## config.mk

```make
export PLATFORM = sky130hd
export DESIGN_NAME = mdu_seq
export DESIGN_NICKNAME = d
export VERILOG_FILES = /design/src/rtl/mdu_seq.sv
export SDC_FILE = /design/constraint.sdc
export NUM_CORES = 1
export LEC_CHECK = 0
export BUFFER_PORTS_ARGS = -buffer_cell sky130_fd_sc_hd__buf_4
export CORE_MARGIN = 3
export CORE_UTILIZATION = 50
export DETAILED_ROUTE_END_ITERATION = 10
export GPL_TIMING_DRIVEN = 0
export MAX_ROUTING_LAYER = met4
export PLACE_DENSITY = 0.7
export SLEW_MARGIN = 0
export SYNTH_ARGS = -nofsm -noshare
export SYNTH_HDL_FRONTEND = slang
export SYNTH_SLANG_ARGS = --single-unit
```

## constraint.sdc

```tcl
create_clock -name clk_i -period 4.35 [get_ports clk_i]
set_input_delay 1.0875 -clock clk_i [delete_from_list [all_inputs] [get_ports clk_i]]
set_output_delay 1.0875 -clock clk_i [all_outputs]
set_load 0.005 [all_outputs]
```

## src/rtl/mdu_seq.sv

```systemverilog
// rtl/mdu_seq.sv - iterative MULT/MULTU/DIV/DIVU sequencer owning the HI/LO registers
// One result bit per CALC cycle; signs are stripped in LOAD and restored in FIX.
module mdu_seq #(
  parameter int WIDTH = 32
) (
  input  logic             clk_i,
  input  logic             reset_i,
  input  logic             start_i,
  input  logic [1:0]       op_i,
  input  logic [WIDTH-1:0] a_i,
  input  logic [WIDTH-1:0] b_i,
  input  logic             hilo_rd_i,
  input  logic             hi_we_i,
  input  logic             lo_we_i,
  input  logic [WIDTH-1:0] wdata_i,
  output logic             busy_o,
  output logic             stall_o,
  output logic             done_o,
  output logic [WIDTH-1:0] hi_o,
  output logic [WIDTH-1:0] lo_o
);

  localparam int CW = $clog2(WIDTH);

  typedef enum logic [1:0] {
    S_IDLE = 2'd0,
    S_LOAD = 2'd1,
    S_CALC = 2'd2,
    S_FIX  = 2'd3
  } state_t;

  state_t             state_q, state_d;
  logic [1:0]         op_q, op_d;
  logic [WIDTH-1:0]   a_q, a_d;
  logic [WIDTH-1:0]   b_q, b_d;
  logic [2*WIDTH-1:0] acc_q, acc_d;
  logic [CW-1:0]      cnt_q, cnt_d;
  logic               neg_quo_q, neg_quo_d;
  logic               neg_rem_q, neg_rem_d;
  logic [WIDTH-1:0]   hi_q, hi_d;
  logic [WIDTH-1:0]   lo_q, lo_d;
  logic               done_q, done_d;

  logic               sign_a, sign_b;
  logic [WIDTH:0]     mul_sum;
  logic [WIDTH:0]     rem_sh;
  logic [WIDTH:0]     rem_diff;
  logic               div_ge;
  logic [2*WIDTH-1:0] prod_fix;

  // Multiply: a_q is the multiplicand, b_q shifts right to expose one multiplier bit.
  // Divide: a_q shifts left feeding dividend bits, b_q holds the divisor.
  always_comb begin
    mul_sum  = {1'b0, acc_q[2*WIDTH-1:WIDTH]} + (b_q[0] ? {1'b0, a_q} : '0);
    rem_sh   = {acc_q[2*WIDTH-1:WIDTH], a_q[WIDTH-1]};
    rem_diff = rem_sh - {1'b0, b_q};
    div_ge   = (rem_sh >= {1'b0, b_q});
    prod_fix = neg_quo_q ? -acc_q : acc_q;
  end

  always_comb begin
    state_d   = state_q;
    op_d      = op_q;
    a_d       = a_q;
    b_d       = b_q;
    acc_d     = acc_q;
    cnt_d     = cnt_q;
    neg_quo_d = neg_quo_q;
    neg_rem_d = neg_rem_q;
    hi_d      = hi_q;
    lo_d      = lo_q;
    done_d    = 1'b0;
    sign_a    = op_q[0] & a_q[WIDTH-1];
    sign_b    = op_q[0] & b_q[WIDTH-1];

    case (state_q)
      S_IDLE: begin
        if (start_i) begin
          op_d    = op_i;
          a_d     = a_i;
          b_d     = b_i;
          state_d = S_LOAD;
        end else begin
          if (hi_we_i) hi_d = wdata_i;
          if (lo_we_i) lo_d = wdata_i;
        end
      end
      S_LOAD: begin
        a_d       = sign_a ? -a_q : a_q;
        b_d       = sign_b ? -b_q : b_q;
        neg_quo_d = sign_a ^ sign_b;
        neg_rem_d = sign_a;
        acc_d     = '0;
        cnt_d     = '0;
        state_d   = S_CALC;
      end
      S_CALC: begin
        if (op_q[1]) begin
          // Restoring step: upper half is the partial remainder, lower half collects quotient bits.
          acc_d = {(div_ge ? rem_diff[WIDTH-1:0] : rem_sh[WIDTH-1:0]),
                   acc_q[WIDTH-2:0], div_ge};
          a_d   = a_q << 1;
        end else begin
          acc_d = {mul_sum, acc_q[WIDTH-1:1]};
          b_d   = b_q >> 1;
        end
        cnt_d = cnt_q + CW'(1);
        if (cnt_q == CW'(WIDTH - 1)) state_d = S_FIX;
      end
      S_FIX: begin
        if (op_q[1]) begin
          lo_d = neg_quo_q ? -acc_q[WIDTH-1:0] : acc_q[WIDTH-1:0];
          hi_d = neg_rem_q ? -acc_q[2*WIDTH-1:WIDTH] : acc_q[2*WIDTH-1:WIDTH];
        end else begin
          hi_d = prod_fix[2*WIDTH-1:WIDTH];
          lo_d = prod_fix[WIDTH-1:0];
        end
        done_d  = 1'b1;
        state_d = S_IDLE;
      end
      default: state_d = S_IDLE;
    endcase
  end

  always_ff @(posedge clk_i) begin
    if (reset_i) begin
      state_q   <= S_IDLE;
      op_q      <= '0;
      a_q       <= '0;
      b_q       <= '0;
      acc_q     <= '0;
      cnt_q     <= '0;
      neg_quo_q <= 1'b0;
      neg_rem_q <= 1'b0;
      hi_q      <= '0;
      lo_q      <= '0;
      done_q    <= 1'b0;
    end else begin
      state_q   <= state_d;
      op_q      <= op_d;
      a_q       <= a_d;
      b_q       <= b_d;
      acc_q     <= acc_d;
      cnt_q     <= cnt_d;
      neg_quo_q <= neg_quo_d;
      neg_rem_q <= neg_rem_d;
      hi_q      <= hi_d;
      lo_q      <= lo_d;
      done_q    <= done_d;
    end
  end

  assign busy_o  = (state_q != S_IDLE);
  assign stall_o = busy_o & (start_i | hilo_rd_i | hi_we_i | lo_we_i);
  assign done_o  = done_q;
  assign hi_o    = hi_q;
  assign lo_o    = lo_q;

endmodule

```

==> Word level (Yosys, flattened, before mapping) <==
Cells that the tools add are included.
{ "classes": {"n_addsub": 8, "magnitude_cmp": 1, "n_eq_ne": 13, "muxes": 28, "n_bitwise": 7, "reduce_logical": 11} }
{ "ops": {"columns": ["op", "n"], "rows": [
  ["$mux W32", 16],
  ["$pmux W32 S3", 2],
  ["$mux W64", 2],
  ["$neg A32 Y32", 4],
  ["$pmux W32 S2", 2],
  ["$pmux W64 S2", 1],
  ["$neg A64 Y64", 1],
  ["$add A32 B32 Y33", 1],
  ["$ge A33 B32 Y1", 1],
  ["$sub A32 B32 Y32", 1],
  ["$ne A2 B2 Y1 const B", 9],
  ["$pmux W5 S2", 1],
  ["$pmux W2 S4", 1],
  ["$reduce_and A4 Y1", 2],
  ["$reduce_and A3 Y1", 2],
  ["$reduce_bool A2 Y1", 3],
  ["$add A5 B1 Y5 const B", 1],
  ["$eq A5 B5 Y1 const B", 1],
  ["$eq A2 B2 Y1 const B", 2],
  ["$mux W2", 2],
  ["$reduce_and A2 Y1", 2],
  ["$and A1 B1 Y1", 3],
  ["$or A1 B1 Y1", 3],
  ["$reduce_bool A3 Y1", 1],
  ["other kinds (4)", 4]
]} }
{ "word_totals": {"reg_bits": 204, "input_bits": 104, "word_cells": 79} }

==> Depth between registers and ports, before layout <==
{ "depth": {"depth_word": 4, "ltp_mapped": 15} }

==> Worst setup path after synthesis <==
No wires, ideal clock.
{ "synth_path": {"path_type": "reg2reg", "startpoint": "reg b_q[0]", "endpoint": "reg acc_q[61]", "setup_ps": 120, "arrival_time_ps": 3407, "path_slack_ps": 824, "path_stages_with_launch": 16, "n_path_buf": 0, "period_less_slack_ps": 3526, "cell_sequence": "dfxtp_1 > inv_1 > nor2_1 > ha_1 > inv_1 > fa_1 > nor2b_1 > o21ai_0 > o211a_1 > a2111oi_0 > o211a_1 > a211oi_1 > o311ai_0 > mux2i_1 > a21oi_1 > a211o_1"} }
{ "synth_via": {"elab_chain_len": 4} }
{ "synth_rtl": {"columns": ["item", "line", "source"], "rows": [
  ["start: declaration", "35", "logic [WIDTH-1:0] b_q, b_d;"],
  ["start signal: assignment", "130", "b_q <= '0;"],
  ["start signal: assignment", "142", "b_q <= b_d;"],
  ["$mux W32, or another cell as far along", "54", "mul_sum = {1'b0, acc_q[2*WIDTH-1:WIDTH]} + (b_q[0] ? {1'b0, a_q} : '0);"],
  ["$add A32 B32 Y33 or $mux W32 (tied branches)", "54, 100", null],
  ["$mux W64 (*)", "98", "if (op_q[1]) begin"],
  ["$pmux W64 S2 (*)", "76", "case (state_q)"],
  ["end signal: assignment", "131", "acc_q <= '0;"],
  ["end signal: assignment", "143", "acc_q <= acc_d;"],
  ["end: declaration", "36", "logic [2*WIDTH-1:0] acc_q, acc_d;"]
]} }
Every way passes the cells marked *; elsewhere a longest branch is shown, timed or not.
A chain may end at the register's enable or synchronous reset.

==> Worst setup path after layout <==
Same ends and word-level chain as after synthesis.

==> run summary <==
Yosys reg bits - 204
Hold WC Path Type - reg2reg
Nets@finish - 2,565
First-pass GRT wire length - 95,100 um
Flop pwr share - 0.237
Post-synth EDFFs - 0
Fillers - 3,013
Overflow left after global routing - 0
Yosys warns - 0
Die Height - 183 um
Slew @ Worst Pin - 907 ps
Critical Path Source Type - register
Final period util - 0.950
Pleak - 0.00752 uW
DRT Wirelength - 64,100 um
Switching Share - 0.499
Finished Layout Cells - 2,799
Worst setup path end - acc_q[61]$_SDFFE_PP0N_
Max VDD drop - 406 uV
Drt first pass iters - 8
Crit-path max cell delay - 560 ps
Critical Path Sink Type - register
CP max stage cell - dfxtp_1
NetSw - 5820 uW
CTS Buffer Depth - 3
I/O pins - 171
Crit path kind - reg2reg
Num CTS Buffers - 25
Core footprint - 30,700 sq um
Crit path DAT - 4570 ps
Largest net degree at the start of global routing - 14
DP HPWL - 49,500 um
Slew headroom - 0.393
Post-Syn Area per Cell - 7.18 sq um
Fin crit period - 4130 ps
Final setup vio count - 0
RSZ-0062 raised after global routing - false
DR WL/cell - 22.9 um
Worst-path clk slew - 60 ps
Total Routing Usage GR - 0.373
Drt initial violations - 2,367
Setup TNS - 0 ps
Setup crit start - b_q[0]$_SDFFE_PP0P_
Number of global-route vias before repair - 16.1k
Remaining DRCs - 0
Synthesis-to-finish area growth - 17.0%
Vias - 18.0k
Req. time, crit path - 4780 ps
Count of cell types in the netlist - 74
DP Cell Count - 2,753
Post-CTS Hold Buffers - 0
Antenna-violating nets left - 0
R2R Path Start - b_q[0]$_SDFFE_PP0P_
Max-cap viol count - 0
Slew Viols, Final - 0
Setup slack, reg-to-reg - 220 ps
Avg Vias per Cell - 6.41
Final Hold Fails - 0
Antenna Cells - 0
Outcome - finished, final reports clean
Clk sinks - 204
Asr flop ratio synth - 0
Worst path cell trace - inv_1 -> nor2_1 -> ha_1 -> inv_1 -> fa_1 -> nor2b_1 -> o21ai_0 -> o211a_1 -> a2111oi_2 -> o211a_1 -> a211oi_1 -> o311ai_1 -> mux2i_1 -> a21oi_1 -> a211o_1
CTS H-Tree Depth - 1
F_max - 0.242 GHz
Crit Reg-Reg Endpoint - acc_q[61]$_SDFFE_PP0N_
Share of layout cells above drive strength 1 - 0.105
Clock skew - 33.1 ps
Initial Utilization - 0.511
Combinational share of power - 0.568
Internal Pwr Total - 5850 uW
Port Buffers - 170
Cell Rows - 64
Seq/Total Area, Yosys - 0.260
Reg2reg path depth - 15
Die Area - 33,600 sq um
Clk_lat worst skew - 570 ps
Max FO, Critical Path - 9
Initial antenna violation count - 0
TritonCTS clock tree - built
Post-Syn Area - 15,700 sq um
Syn nets - 2,368
Synth Flop Type - dfxtp_1
Synth Instances - 2,187
Die X - 183 um
Root buf cell - clkbuf_16
Power Density - 635 nW/um^2
RD Place Congestion - 1.01
Clk network pwr share - 0.195
[kinds of logic after synthesis]
kind of cell / count (synthesis) / synth area share
XOR/XNOR: 113 / 0.0630
AND/OR/NAND/NOR: 792 / 0.235
AO/OA/AOI/OAI: 700 / 0.274
buffers and inverters: 221 / 0.0539
adder cells (fa/ha/maj): 77 / 0.0623
multiplexers: 80 / 0.0512
flip-flops: 204 / 0.260
[synth_stat cells (all sizes together), types with 6 or more instances]
cell type  count  share of area
and3          27          0.011
nor2b         17         0.0068
xnor2         49          0.027
clkbuf       139          0.033
o41ai         11         0.0061
nand4         11         0.0044
and2          36          0.014
a22oi         26          0.012
or3           28          0.013
xor2          64          0.036
nor4          19         0.0080
nand2        180          0.043
or2            9         0.0036
nand3         47          0.015
nor2         305          0.073
o211ai        14         0.0067
or4           17         0.0084
nor3          72          0.023
mux2i         77          0.049
inv           66          0.016
o311ai        13         0.0073
o22ai          7         0.0028
a311oi         6         0.0033
nand2b        10         0.0040
a221o         11         0.0071
a21oi        266          0.085
a22o          13         0.0073
dfxtp        204           0.26
buf           14         0.0041
o21a           9         0.0043
a21o          34          0.016
ha            75          0.060
a211oi        68          0.033
o31ai         12         0.0057
o21ai        161          0.051
[layout make-up]
cell class,count,area (sq um),area share
Tap cell,396,495,0.0270
Buffer,154,601,0.0327
Timing Repair Buffer,170,1280,0.0695
Clock buffer,34,719,0.0392
Inverter,67,251,0.0137
Clock inverter,12,158,0.00858
Multi-Input combinational cell,1762,10800,0.587
Sequential cell,204,4080,0.222
[worst max-delay path: cells and delay by family (launching register included)]
| kind | cells | cell delay, ps |
|---|---|---|
| flops | 1 | 560 |
| mux | 1 | 230 |
| simple gates | 2 | 290 |
| compound gates | 8 | 2020 |
| buf+inv | 2 | 260 |
| fa+ha+maj | 2 | 610 |
[state kept, by name (all words and copies together) (netlist names)]
name and count:
neg_quo_q 1, state_q 2, a_q 32, acc_q 64
cnt_q 5, done_o 1, hi_o 32, lo_o 32
b_q 32, op_q 2, neg_rem_q 1
[per-stage QoR]
| step | total power (uW) | util | hold WS (ps) | cell area (sq um) | setup slack [ps] |
|---|---|---|---|---|---|
| 2_1_floorplan | 6950 | - | 448 | 15700 | 824 |
| 3_3_place_gp | 9020 | 0.568 | 440 | 17500 | 23.7 |
| 3_5_place_dp | 9090 | 0.568 | 446 | 17500 | 5.88 |
| 4_1_cts | 11400 | 0.597 | 455 | 18400 | 42.4 |
| 5_1_grt | 12300 | 0.597 | 472 | 18400 | 47.6 |
| 6_report | 11700 | 0.597 | 458 | 18400 | 216 |
[power groups by stage]
| stage | clock, uW | combinational, uW | sequential (uW) |
|---|---|---|---|
| global route | 2340 | 7120 | 2800 |
| CTS | 2260 | 6380 | 2730 |
| finish | 2270 | 6630 | 2770 |
| global placement | 0 | 6260 | 2750 |
| floorplan | 0 | 4350 | 2600 |
| detailed placement | 0 | 6330 | 2770 |
[per-layer routing]
metal	vias to the layer above	routed length, um	GRT usage
met5	-	0	-
met4	0	2080	0.107
met3	150	7360	0.0789
met2	1086	27300	0.548
met1	8439	27300	0.519
li1	8279	-	-
[what timing repair did]
action | CTS | global route
resized for setup | 1 | 10
pin swaps | 0 | 0
setup buffers | 0 | 0
setup endpoints to repair | 2 | 26
hold endpoints to repair | 0 | 0
[how the worst min path moves through the flow]
stage / startpoint / end / slack [ps] / cells past startpoint
finish: hi_o[15]$_SDFFE_PP0P_ / hi_o[15]$_SDFFE_PP0P_ / 460 / 2
global route: hi_o[27]$_SDFFE_PP0P_ / hi_o[27]$_SDFFE_PP0P_ / 470 / 2
CTS: hi_o[13]$_SDFFE_PP0P_ / hi_o[13]$_SDFFE_PP0P_ / 450 / 2
detailed placement: hi_o[13]$_SDFFE_PP0P_ / hi_o[13]$_SDFFE_PP0P_ / 450 / 2
global placement: hi_o[13]$_SDFFE_PP0P_ / hi_o[13]$_SDFFE_PP0P_ / 440 / 2
floorplan: hi_o[13]$_SDFFE_PP0P_ / hi_o[13]$_SDFFE_PP0P_ / 450 / 2
[layout by cell type, fill, tap and decap left out, types with 49 or more instances in the layout]
| cell | count |
|---|---|
| o21ai_0 | 156 |
| nand2_1 | 180 |
| nor2_1 | 305 |
| nor3_1 | 72 |
| xor2_1 | 64 |
| ha_1 | 75 |
| clkbuf_1 | 140 |
| dfxtp_1 | 204 |
| a211oi_1 | 68 |
| inv_1 | 65 |
| xnor2_1 | 49 |
| a21oi_1 | 266 |
| buf_4 | 172 |
| mux2i_1 | 77 |
Note: power is estimated with default switching activity, not from simulation.
